$ cat src/rtl/adc_dsp_reg_responder.sv
// Register-bus responder for the ADC DSP block: soft-reset pulse, sticky error flags and channel select.
// One command in flight at a time; the response is registered and held until the initiator takes it.
module adc_dsp_reg_responder #(
  parameter int                    ADDR_BITS     = 26,
  parameter int                    DATA_BITS     = 32,
  parameter logic [ADDR_BITS-17:0] CHIP_PREFIX   = 10'h223,
  parameter logic [3:0]            MOD_PREFIX    = 4'h0,
  parameter int                    ERR_BITS      = 8,
  parameter int                    RST_PULSE_CYC = 16
) (
  input  logic                 i_sysclk,
  input  logic                 i_rst,
  input  logic                 i_cmd_valid,
  output logic                 o_cmd_ready,
  input  logic [ADDR_BITS-1:0] i_cmd_addr,
  input  logic                 i_cmd_wr,
  input  logic [DATA_BITS-1:0] i_cmd_wdata,
  output logic                 o_rsp_valid,
  input  logic                 i_rsp_ready,
  output logic [DATA_BITS-1:0] o_rsp_rdata,
  output logic                 o_rsp_err,
  input  logic [ERR_BITS-1:0]  i_err_set,
  output logic                 o_dsp_reset,
  output logic [7:0]           o_dsp_channel,
  output logic                 o_err_any
);

  localparam int CNT_W = $clog2(RST_PULSE_CYC + 1);

  typedef enum logic {IDLE, RESP} state_t;

  state_t               state_q, state_d;
  logic [CNT_W-1:0]     pulseCnt_q, pulseCnt_d;
  logic                 dspReset_q, dspReset_d;
  logic [ERR_BITS-1:0]  errFlags_q, errFlags_d;
  logic [7:0]           channel_q, channel_d;
  logic [DATA_BITS-1:0] rspData_q, rspData_d;
  logic                 rspErr_q, rspErr_d;

  logic                 accept;
  logic                 addrMatch, selReset, selError, selChannel, hit;
  logic                 wrReset, wrChannel;
  logic [ERR_BITS-1:0]  errClr;
  logic [DATA_BITS-1:0] readData;
  logic                 unusedWdata;

  assign accept     = i_cmd_valid && o_cmd_ready;
  assign addrMatch  = (i_cmd_addr[ADDR_BITS-1:16] == CHIP_PREFIX) && (i_cmd_addr[15:12] == MOD_PREFIX);
  assign selReset   = addrMatch && (i_cmd_addr[11:0] == 12'h000);
  assign selError   = addrMatch && (i_cmd_addr[11:0] == 12'h004);
  assign selChannel = addrMatch && (i_cmd_addr[11:0] == 12'h008);
  assign hit        = selReset || selError || selChannel;

  assign wrReset    = accept && i_cmd_wr && selReset && i_cmd_wdata[0];
  assign wrChannel  = accept && i_cmd_wr && selChannel;
  assign errClr     = (accept && i_cmd_wr && selError) ? i_cmd_wdata[ERR_BITS-1:0] : '0;
  assign unusedWdata = ^i_cmd_wdata;

  always_ff @(posedge i_sysclk or posedge i_rst) begin
    if (i_rst) begin
      state_q <= IDLE;
    end else begin
      state_q <= state_d;
    end
  end

  always_comb begin
    state_d = state_q;
    case (state_q)
      IDLE:    if (i_cmd_valid) state_d = RESP;
      RESP:    if (i_rsp_ready) state_d = IDLE;
      default: state_d = IDLE;
    endcase
  end

  always_comb begin
    o_cmd_ready = (state_q == IDLE);
    o_rsp_valid = (state_q == RESP);
  end

  // Read data reflects register contents before this cycle's updates take effect.
  always_comb begin
    readData = '0;
    if (selReset)        readData[0]            = (pulseCnt_q != '0);
    else if (selError)   readData[ERR_BITS-1:0] = errFlags_q;
    else if (selChannel) readData[7:0]          = channel_q;
  end

  always_comb begin
    rspData_d = rspData_q;
    rspErr_d  = rspErr_q;
    if (accept) begin
      rspErr_d  = !hit;
      rspData_d = i_cmd_wr ? '0 : readData;
    end
  end

  // A reset write while the pulse is running simply restarts the countdown.
  always_comb begin
    pulseCnt_d = pulseCnt_q;
    if (wrReset)                pulseCnt_d = CNT_W'(RST_PULSE_CYC);
    else if (pulseCnt_q != '0) pulseCnt_d = pulseCnt_q - CNT_W'(1);
    dspReset_d = (pulseCnt_d != '0);
  end

  always_comb begin
    errFlags_d = (errFlags_q & ~errClr) | i_err_set;
    channel_d  = wrChannel ? i_cmd_wdata[7:0] : channel_q;
  end

  always_ff @(posedge i_sysclk or posedge i_rst) begin
    if (i_rst) begin
      pulseCnt_q <= '0;
      dspReset_q <= 1'b0;
      errFlags_q <= '0;
      channel_q  <= '0;
      rspData_q  <= '0;
      rspErr_q   <= 1'b0;
    end else begin
      pulseCnt_q <= pulseCnt_d;
      dspReset_q <= dspReset_d;
      errFlags_q <= errFlags_d;
      channel_q  <= channel_d;
      rspData_q  <= rspData_d;
      rspErr_q   <= rspErr_d;
    end
  end

  assign o_rsp_rdata   = rspData_q;
  assign o_rsp_err     = rspErr_q;
  assign o_dsp_reset   = dspReset_q;
  assign o_dsp_channel = channel_q;
  assign o_err_any     = |errFlags_q;

endmodule

$ cat config.mk
export PLATFORM = sky130hd
export DESIGN_NAME = adc_dsp_reg_responder
export DESIGN_NICKNAME = d
export VERILOG_FILES = /design/src/rtl/adc_dsp_reg_responder.sv
export SDC_FILE = /design/constraint.sdc
export NUM_CORES = 1
export LEC_CHECK = 0
export ABC_AREA = 0
export CAP_MARGIN = 20
export CORE_ASPECT_RATIO = 0.8
export CORE_MARGIN = 8
export CORE_UTILIZATION = 35
export CTS_BUF_LIST = sky130_fd_sc_hd__clkbuf_2
export DETAILED_ROUTE_END_ITERATION = 10
export DONT_BUFFER_PORTS = 1
export PLACE_DENSITY = 0.59
export SLEW_MARGIN = 10
export SYNTH_ARGS = -nofsm -noshare
export SYNTH_HDL_FRONTEND = slang
export SYNTH_SLANG_ARGS = --single-unit
$ cat constraint.sdc
create_clock -name i_sysclk -period 1.9 [get_ports i_sysclk]
set_input_delay 0.57 -clock i_sysclk [delete_from_list [all_inputs] [get_ports i_sysclk]]
set_output_delay 0.57 -clock i_sysclk [all_outputs]
set_load 0.01 [all_outputs]
==> results of run 1 <==
==> state kept, by name, indices dropped and copies added (netlist names) <==
signal / flops
o_rsp_rdata: 8
errFlags_q: 8
o_dsp_channel: 8
o_rsp_valid: 1
o_dsp_reset: 1
pulseCnt_q: 5
o_rsp_err: 1
==> synth_stat cells (all sizes together), types with 5 or more instances <==
library cell,number
dfrtp,32
buf,24
nand2,17
nor2,16
inv,14
a31oi,8
mux2,8
a22oi,7
o31ai,7
nor4,6
clkbuf,5
o21ai,5
==> final timing paths <==
kind	startpoint	endpoint	slack, ps	depth (start not counted)
worst max-delay path	errFlags_q[6]	o_err_any	50	2
worst min-delay path	i_rst	o_rsp_valid	140	2
worst max register to register	pulseCnt_q[1]	o_rsp_rdata[0]	100	6
worst min register to register	o_rsp_rdata[6]	o_rsp_rdata[6]	570	2
max in group asynchronous	i_rst	o_dsp_channel[6]	1460	2
min in group i_sysclk	i_cmd_wdata[5]	errFlags_q[5]	260	1
==> worst register-to-register path: cells and delay by family (launching register included) <==
family | cells | cell delay [ps]
AO/OA/AOI/OAI | 2 | 250
adder cells (fa/ha/maj) | 1 | 160
flip-flops | 1 | 410
buffers and inverters | 1 | 70
AND/OR/NAND/NOR | 2 | 800
==> cells by family after synthesis <==
kind of cell / share of synthesized area, %
and+or+nand+nor: 20.1
buffers and inverters: 14.2
DFF: 45.1
AOI/OAI and AO/OA: 11.8
muxes: 5.63
xor gates and xnor gates: 1.48
adders and majority gates: 1.41
other: 0.211
==> layer usage <==
layer,vias up,routed length (µm)
li1,634,-
met1,577,1720
met2,53,2030
met3,9,462
met4,0,78
met5,-,0
==> metrics by stage <==
step	cell area, µm²	setup WS (ps)	std cells
floorplan	1890	9.61	206
global placement	1920	-42.3	258
detailed placement	1920	-77.7	258
CTS	2000	26.2	266
global route	2010	-37.0	267
finish	2010	54.0	267
==> cell usage in the layout, fill, tap and decap left out, types with 2 or more instances in the layout <==
cell / netlist / final
dfrtp_1: 32 / 32
conb_1: 1 / 24
buf_4: 24 / 19
nand2_1: 17 / 17
nor2_1: 16 / 16
inv_1: 14 / 14
mux2_2: 8 / 8
a31oi_1: 8 / 8
a22oi_1: 7 / 7
o31ai_1: 7 / 7
clkbuf_2: 1 / 6
nor2b_1: 4 / 4
o21ai_0: 5 / 4
nor4_4: 1 / 3
nand3_1: 4 / 3
or3_1: 3 / 3
nor4_2: 2 / 2
xor2_1: 2 / 2
nor3_1: 2 / 2
ha_1: 2 / 2
==> layout make-up <==
type,count,area share (%)
multi-input combinational,131,42.3
clock inverter,2,1.75
tap,62,3.87
sequential,32,39.9
timing repair buffer,20,8.10
inverter,14,2.62
clock buffer,6,1.50
==> power by group <==
part | internal, µW | total [µW] | switching, µW
combinational | 71.4 | 176 | 104
sequential | 696 | 711 | 14.8
clock | 227 | 462 | 236
total | 994 | 1350 | 355
==> repair_timing <==
item                                    in CTS  in global routing
buffers inserted                             0                  1
endpoints found under the setup margin       2                  2
resized for setup                            2                  1
hold endpoints to repair                     0                  0
==> results.sh, run 1 <==
export IMPL_status="finished clean"
export IMPL_grt_pass1_wl_um=6580
export IMPL_final_setup_tns_ps=0
export IMPL_worstPathCellList="nor4_2, nand2_1"
export IMPL_drt_first_iter_violations=82
export IMPL_drc=0
export IMPL_vias_per_cell=4.77
export IMPL_cp_top_family="simple AND/OR/NAND/NOR gates"
export IMPL_die_h_um=79.7
export IMPL_power_uw=1350
export IMPL_finalHoldViolations=0
export IMPL_wl_per_cell_um=16.1
export IMPL_crit_arrival_ps=1280
export IMPL_clk_latency_ps=370
export IMPL_syn_to_final_growth_pct=13.0
export IMPL_die_area_mm2=0.00763
export IMPL_drv_cap=0
export IMPL_layout_nets=277
export IMPL_use_met1_pct=13.5
export IMPL_crit_required_ps=1330
export IMPL_postSynth_asyncResetShare_pct=100
export IMPL_yosysSeqAreaShare_pct=45.1
export IMPL_hold_path_class="input pin to asynchronous set/reset pin"
export IMPL_grt_usage_pct=11.2
export IMPL_syn_area_mm2=0.00178
export IMPL_ir_worst_vdd_mv=0.359
export IMPL_drive_above_1_share_pct=22.9
export IMPL_holdWs_ps=141
export IMPL_gr_total_overflow=0
export IMPL_cts_hold_buf=0
export IMPL_diodes=0
export IMPL_syn_inst=183
export IMPL_gp_congestion=0.750
export IMPL_clockBufferDepth=2
export IMPL_ys_types=38
export IMPL_hpwl_um=3460
export IMPL_antenna_found_initial=0
export IMPL_rows=23
export IMPL_power_density_mw_per_mm2=672
export IMPL_fmax_mhz=542
export IMPL_ant_nets=0
export IMPL_grt_pass1_vias=1260
export IMPL_crit_type="flop to output port"
export IMPL_vias=1273
export IMPL_routed_wl_um=4290
export IMPL_firstDrtPassIters=4
export IMPL_skew_ps=20.9
export IMPL_io_buffers=0
export IMPL_synth_top_flop_cell="dfrtp_1"
export IMPL_seq_area_um2=801
export IMPL_die_x_um=95.7
export IMPL_synthTopCellsByArea="dfrtp_1 45%, buf_4 10%, mux2_2 5.1%, nand2_1 3.6%, nor2_1 3.4%"
export IMPL_htreeDepth=2
export IMPL_fin_crit_sh_pct=97.2
export IMPL_synth_seq_cells=32
export IMPL_path_clk_slew_ps=170
export IMPL_cts_tree="built"
export IMPL_period_needed_ps=1850
export IMPL_rsz0062_at_grt="true"
export IMPL_final_core_util_pct=40.5
export IMPL_multiInputGateArea_um2=848
export IMPL_cts_buffers=5
export IMPL_gr_usage_met3_pct=4.98
export IMPL_final_setup_viol_count=0
export IMPL_drv_slew=0
export IMPL_grt_max_degree=33
export IMPL_p_leak_uw=0.000916
export IMPL_cts_root_buf="clkbuf_2"
export IMPL_grt_busiest_layer="met2"
export IMPL_grt_util_met2_pct=17.0
export IMPL_synth_area_per_cell_um2=9.71
export IMPL_path_buf_inv=0
export IMPL_num_io_pins=116
export IMPL_crit_fanout=3
export IMPL_critical_path_endpoint_type="output port"
export IMPL_final_fill_count=509
export IMPL_yosysTopAreaCell="dfrtp_1"
export IMPL_clock_sinks=32
export IMPL_start_util_pct=35.9
export IMPL_core_area_mm2=0.00495
export IMPL_ys_warn_count=0
export IMPL_slowest_stage="dfrtp_1"
export IMPL_synth_edf_count=0
export IMPL_cp_start_kind="flop"
export IMPL_cpPeakStageDelay_ps=450
export IMPL_synth_top_cell_area_share_pct=45.1
No activity file was read; power rests on OpenSTA's default activity.
==> run 2: changes to the inputs <==
BUFFER_PORTS_ARGS = -buffer_cell sky130_fd_sc_hd__buf_2   (was not set)
DONT_BUFFER_PORTS = not set   (was 1)
PLACE_DENSITY = 0.79   (was 0.59)
SETUP_SLACK_MARGIN = 0.4   (was not set)
==> run 2 against run 1 <==
The flow now finishes with violations (setup timing). Design area is 47% higher. Global-route usage is 3.4 points higher. First-iteration DRC count is 13% higher. Highest routed layer unchanged. Combinational power is 110% higher. Maximum frequency is 5.1% lower. Non-clock buffer count is 93 higher. Critical path type unchanged.
==> results.sh, run 2 (synthesized netlist as in run 1, its figures left out) <==
export IMPL_ir_worst_vdd_mv=0.378
export IMPL_slowest_stage="dfrtp_1"
export IMPL_netSwitchingFraction_pct=29.7
export IMPL_wl_per_cell_um=16.4
export IMPL_fin_crit_sh_pct=102
export IMPL_die_h_um=79.7
export IMPL_layout_commonest_cell="buf_2"
export IMPL_gp_congestion=0.783
export IMPL_firstDrtPassIters=4
export IMPL_core_area_mm2=0.00495
export IMPL_clockBufferDepth=2
export IMPL_io_buffers=67
export IMPL_crit_required_ps=1330
export IMPL_drv_cap=0
export IMPL_fin_ws_ps=-44.8
export IMPL_layout_common_cells="51 x buf_2, 38 x buf_4, 31 x dfrtp_1, 24 x conb_1, 22 x buf_6"
export IMPL_p_int_uw=1090
export IMPL_r2r_worst_path_cells=6
export IMPL_clkPwrFrac_pct=30.7
export IMPL_cts_hold_buf=0
export IMPL_crit_arrival_ps=1370
export IMPL_drc=0
export IMPL_final_cells=360
export IMPL_grt_pass1_vias=1871
export IMPL_clock_sinks=32
export IMPL_layout_nets=370
export IMPL_drt_first_iter_violations=93
export IMPL_violations="setup timing"
export IMPL_comb_power_share_pct=23.6
export IMPL_cts_buffers=5
export IMPL_skew_ps=6.89
export IMPL_r2r_end="o_rsp_rdata[0]"
export IMPL_grt_pass1_wl_um=8800
export IMPL_num_io_pins=116
export IMPL_die_x_um=95.7
export IMPL_status="complete, but fails checks"
export IMPL_diodes=0
export IMPL_antenna_found_initial=0
export IMPL_crit_fanout=2
export IMPL_die_area_mm2=0.00763
export IMPL_routed_wl_um=5890
export IMPL_ant_nets=0
export IMPL_r2r_start="pulseCnt_q[1]"
export IMPL_final_core_util_pct=59.6
export IMPL_power_density_mw_per_mm2=526
export IMPL_hpwl_um=3890
export IMPL_vias=1718
export IMPL_drive_above_1_share_pct=55.7
export IMPL_path_clk_slew_ps=180
export IMPL_grt_max_degree=33
export IMPL_vias_per_cell=4.77
export IMPL_hold_path_class="input pin to asynchronous set/reset pin"
export IMPL_crit_start="errFlags_q[3]"
export IMPL_crit_end="o_err_any"
export IMPL_htreeDepth=2
export IMPL_finalHoldViolations=0
export IMPL_critical_path_endpoint_type="output port"
export IMPL_cts_root_buf="clkbuf_2"
export IMPL_fmax_mhz=514
export IMPL_worstPathCellList="nor4_2, nand2_1, buf_2"
export IMPL_start_util_pct=35.9
export IMPL_clk_latency_ps=380
export IMPL_dp_cells=324
export IMPL_cts_tree="built"
export IMPL_crit_type="flop to output port"
export IMPL_syn_to_final_growth_pct=66.1
export IMPL_cpPeakStageDelay_ps=450
export IMPL_gr_total_overflow=0
export IMPL_rrSetupSlack_ps=70
export IMPL_period_needed_ps=1940
export IMPL_p_leak_uw=0.00144
export IMPL_cp_start_kind="flop"
export IMPL_rsz0062_at_grt="true"
export IMPL_drv_slew=0
export IMPL_rows=23
export IMPL_grt_usage_pct=14.6
export IMPL_p_switching_uw=460
export IMPL_final_setup_viol_count=1
export IMPL_seq_power_share_pct=45.8
## run 2: cell count changes in the layout (fill, tap and decap cells not counted), sizes merged
cell / change
clkinvlp: +1
buf: +93
clkbuf: -1
## run 2: area by class of cell
type | count | area [µm²]
clock inverters | 3 | 42.5
multi-input cells | 131 | 1120
fillers | 383 | 2000
repair buffers | 113 | 828
inverters | 14 | 52.6
well taps | 62 | 77.6
flip-flops and latches | 32 | 802
clock buffers | 5 | 25.0
## run 2: worst min-delay path by stage
stage | endpoint | start | slack, ps | cells after the start
3_5_place_dp | o_rsp_rdata[3] | o_rsp_rdata[3] | 460 | 2
4_1_cts | errFlags_q[0] | i_rst | 230 | 3
6_report | errFlags_q[0] | i_rst | 240 | 3
2_1_floorplan | pulseCnt_q[4] | pulseCnt_q[4] | 510 | 2
5_1_grt | o_dsp_channel[3] | i_rst | 240 | 3
3_3_place_gp | o_rsp_rdata[1] | o_rsp_rdata[1] | 460 | 2
## run 2: power groups by stage
stage | clock network, µW | registers [µW] | logic [µW]
2_1_floorplan | 0 | 721 | 166
3_3_place_gp | 0 | 717 | 245
3_5_place_dp | 0 | 717 | 250
4_1_cts | 483 | 706 | 318
5_1_grt | 517 | 712 | 397
6_report | 476 | 710 | 366
## run 2: metrics by stage
| step | instance area, µm² | hold WS, ps | TNS, ps | setup slack [ps] | power (µW) |
|---|---|---|---|---|---|
| after global placement | 2270 | 464 | -2200 | -128 | 961 |
| after CTS | 2730 | 231 | -20.7 | -20.7 | 1510 |
| after floorplan | 1920 | 510 | 0 | 35.2 | 887 |
| after global routing | 2950 | 241 | -121 | -121 | 1630 |
| final | 2950 | 240 | -44.8 | -44.8 | 1550 |
| after detailed placement | 2270 | 461 | -3140 | -173 | 967 |
## run 2: what timing repair did
item | in CTS | in global routing
pin swaps | 19 | 6
hold endpoints to repair | 0 | 0
setup buffers | 22 | 6
setup endpoints to repair | 47 | 52
gates resized for setup | 45 | 28
## run 2: worst max-delay path: cells and delay by family, from the launching register on
| kind | cells | cell delay [ps] |
|---|---|---|
| AND/OR/NAND/NOR | 2 | 400 |
| flip-flops | 1 | 450 |
| buffers and inverters | 1 | 150 |
## run 2: metal layers
layer	track usage, %	vias up	part of all wire (%)
met5	0	-	0
met4	5.82	0	0.68
met3	3.38	4	5.6
met2	24.7	58	52
met1	17.5	834	41
li1	-	822	-
==> run 3: changes to the inputs <==
PLACE_DENSITY = 0.77   (was 0.79)
clock period = 2.15 ns   (was 1.9 ns; I/O delays follow)
==> run 3 against run 2 <==
The flow now finishes without violations. Clock-buffer cell count up 1. Sequential power down 12%. Worst setup slack improved by 180 ps. Non-clock buffer count decreased by 28. Clock power down 45%. Die area unchanged. Global-route usage fell by 2.1 points. First-iteration DRC count down 18%. Sequential share of layout area is 6.2 points higher.
==> results.sh, run 3 (synthesized netlist as in run 1, its figures left out) <==
export IMPL_status="finished clean"
export IMPL_seq_area_um2=801
export IMPL_layout_common_cells="65 x buf_2, 32 x dfrtp_1, 24 x conb_1, 17 x nand2_1, 17 x buf_4"
export IMPL_layout_nets=342
export IMPL_grt_pass1_wl_um=7510
export IMPL_drive_above_1_share_pct=44.2
export IMPL_layout_commonest_cell="buf_2"
export IMPL_fin_crit_sh_pct=93.6
export IMPL_power_density_mw_per_mm2=466
export IMPL_htreeDepth=2
export IMPL_ant_nets=0
export IMPL_holdWs_ps=344
export IMPL_gr_total_overflow=0
export IMPL_multiInputGateArea_um2=936
export IMPL_crit_arrival_ps=1370
export IMPL_final_setup_tns_ps=0
export IMPL_final_setup_viol_count=0
export IMPL_dpl_cell_area_mm2=0.00222
export IMPL_routed_wl_um=4930
export IMPL_drv_cap=0
export IMPL_cts_tree="built"
export IMPL_grt_usage_pct=12.5
export IMPL_period_needed_ps=2010
export IMPL_drv_slew=0
export IMPL_hpwl_um=3740
export IMPL_clockBufferDepth=2
export IMPL_hold_path_class="input pin to asynchronous set/reset pin"
export IMPL_num_io_pins=116
export IMPL_io_buffers=67
export IMPL_start_util_pct=35.9
export IMPL_path_clk_slew_ps=150
export IMPL_diodes=0
export IMPL_grt_pass1_vias=1622
export IMPL_fin_ws_ps=137
export IMPL_clock_sinks=32
export IMPL_cts_root_buf="clkbuf_2"
export IMPL_skew_ps=14.5
export IMPL_clk_latency_ps=350
export IMPL_syn_to_final_growth_pct=34.9
export IMPL_vias_per_cell=4.71
export IMPL_die_x_um=95.7
export IMPL_vias=1559
export IMPL_drt_first_iter_violations=76
export IMPL_final_core_util_pct=48.4
export IMPL_rsz0062_at_grt="true"
export IMPL_die_h_um=79.7
export IMPL_core_area_mm2=0.00495
export IMPL_ir_worst_vdd_mv=0.371
export IMPL_crit_type="flop to output port"
export IMPL_wl_per_cell_um=14.9
export IMPL_crit_fanout=2
export IMPL_die_area_mm2=0.00763
export IMPL_cts_buffers=5
export IMPL_grt_max_degree=33
export IMPL_final_fill_count=481
export IMPL_dp_slack_ps=3.47
export IMPL_antenna_found_initial=0
export IMPL_drc=0
export IMPL_fmax_mhz=497
export IMPL_firstDrtPassIters=4
export IMPL_cp_start_kind="flop"
export IMPL_critical_path_endpoint_type="output port"
export IMPL_finalHoldViolations=0
export IMPL_crit_required_ps=1500
export IMPL_p_leak_uw=0.00120
export IMPL_fin_area_mm2=0.00240
export IMPL_gp_congestion=0.832
export IMPL_rows=23
run 3: stage by stage:
| stage | total power [µW] | cells |
|---|---|---|
| after global routing | 1180 | 331 |
| after detailed placement | 845 | 317 |
| final | 1120 | 331 |
| after floorplan | 783 | 206 |
| after CTS | 1120 | 330 |
| after global placement | 840 | 317 |
run 3: power breakdown:
part,internal [µW],switching (µW)
sequential,615,6.77
clock,77.7,185
combinational,97.7,136
total,790,327
run 3: final timing paths:
check | end | depth (start not counted) | slack (ps) | startpoint
max | o_err_any | 3 | 140 | errFlags_q[6]
min | errFlags_q[6] | 3 | 340 | i_rst
max reg2reg | o_rsp_rdata[0] | 6 | 380 | pulseCnt_q[1]
min reg2reg | o_rsp_rdata[6] | 2 | 490 | o_rsp_rdata[6]
max in group asynchronous | pulseCnt_q[3] | 3 | 1510 | i_rst
min in group i_sysclk | o_rsp_valid | 2 | 460 | i_rsp_ready
run 3: per-layer routing:
| layer | share of wire, % | GRT usage, % |
|---|---|---|
| met1 | 39 | 14.8 |
| met2 | 53 | 21.0 |
| met3 | 6.3 | 3.76 |
| met4 | 1.3 | 3.83 |
| met5 | 0 | 0 |
run 3: cell type report:
| class | count | share of cell area (%) |
|---|---|---|
| flip-flops and latches | 32 | 33.4 |
| clock buffers | 6 | 1.25 |
| well taps | 62 | 3.24 |
| clock inverters | 1 | 0.209 |
| multi-input cells | 131 | 39.0 |
| inverters | 14 | 2.19 |
| repair buffers | 85 | 20.7 |
run 3: worst max-delay path, cell delays in order, from the launching register on:
cell and delay, ps:
dfrtp_1 450, nor4_2 310, nand2_1 120, buf_6 140
run 3: repair_timing:
| action | in CTS | in global routing |
|---|---|---|
| buffers inserted | 6 | 1 |
| endpoints found under the setup margin | 8 | 14 |
| pin swaps | 4 | 6 |
| hold buffers | 0 | 0 |
| cloned | 0 | 0 |
| resized for setup | 3 | 15 |
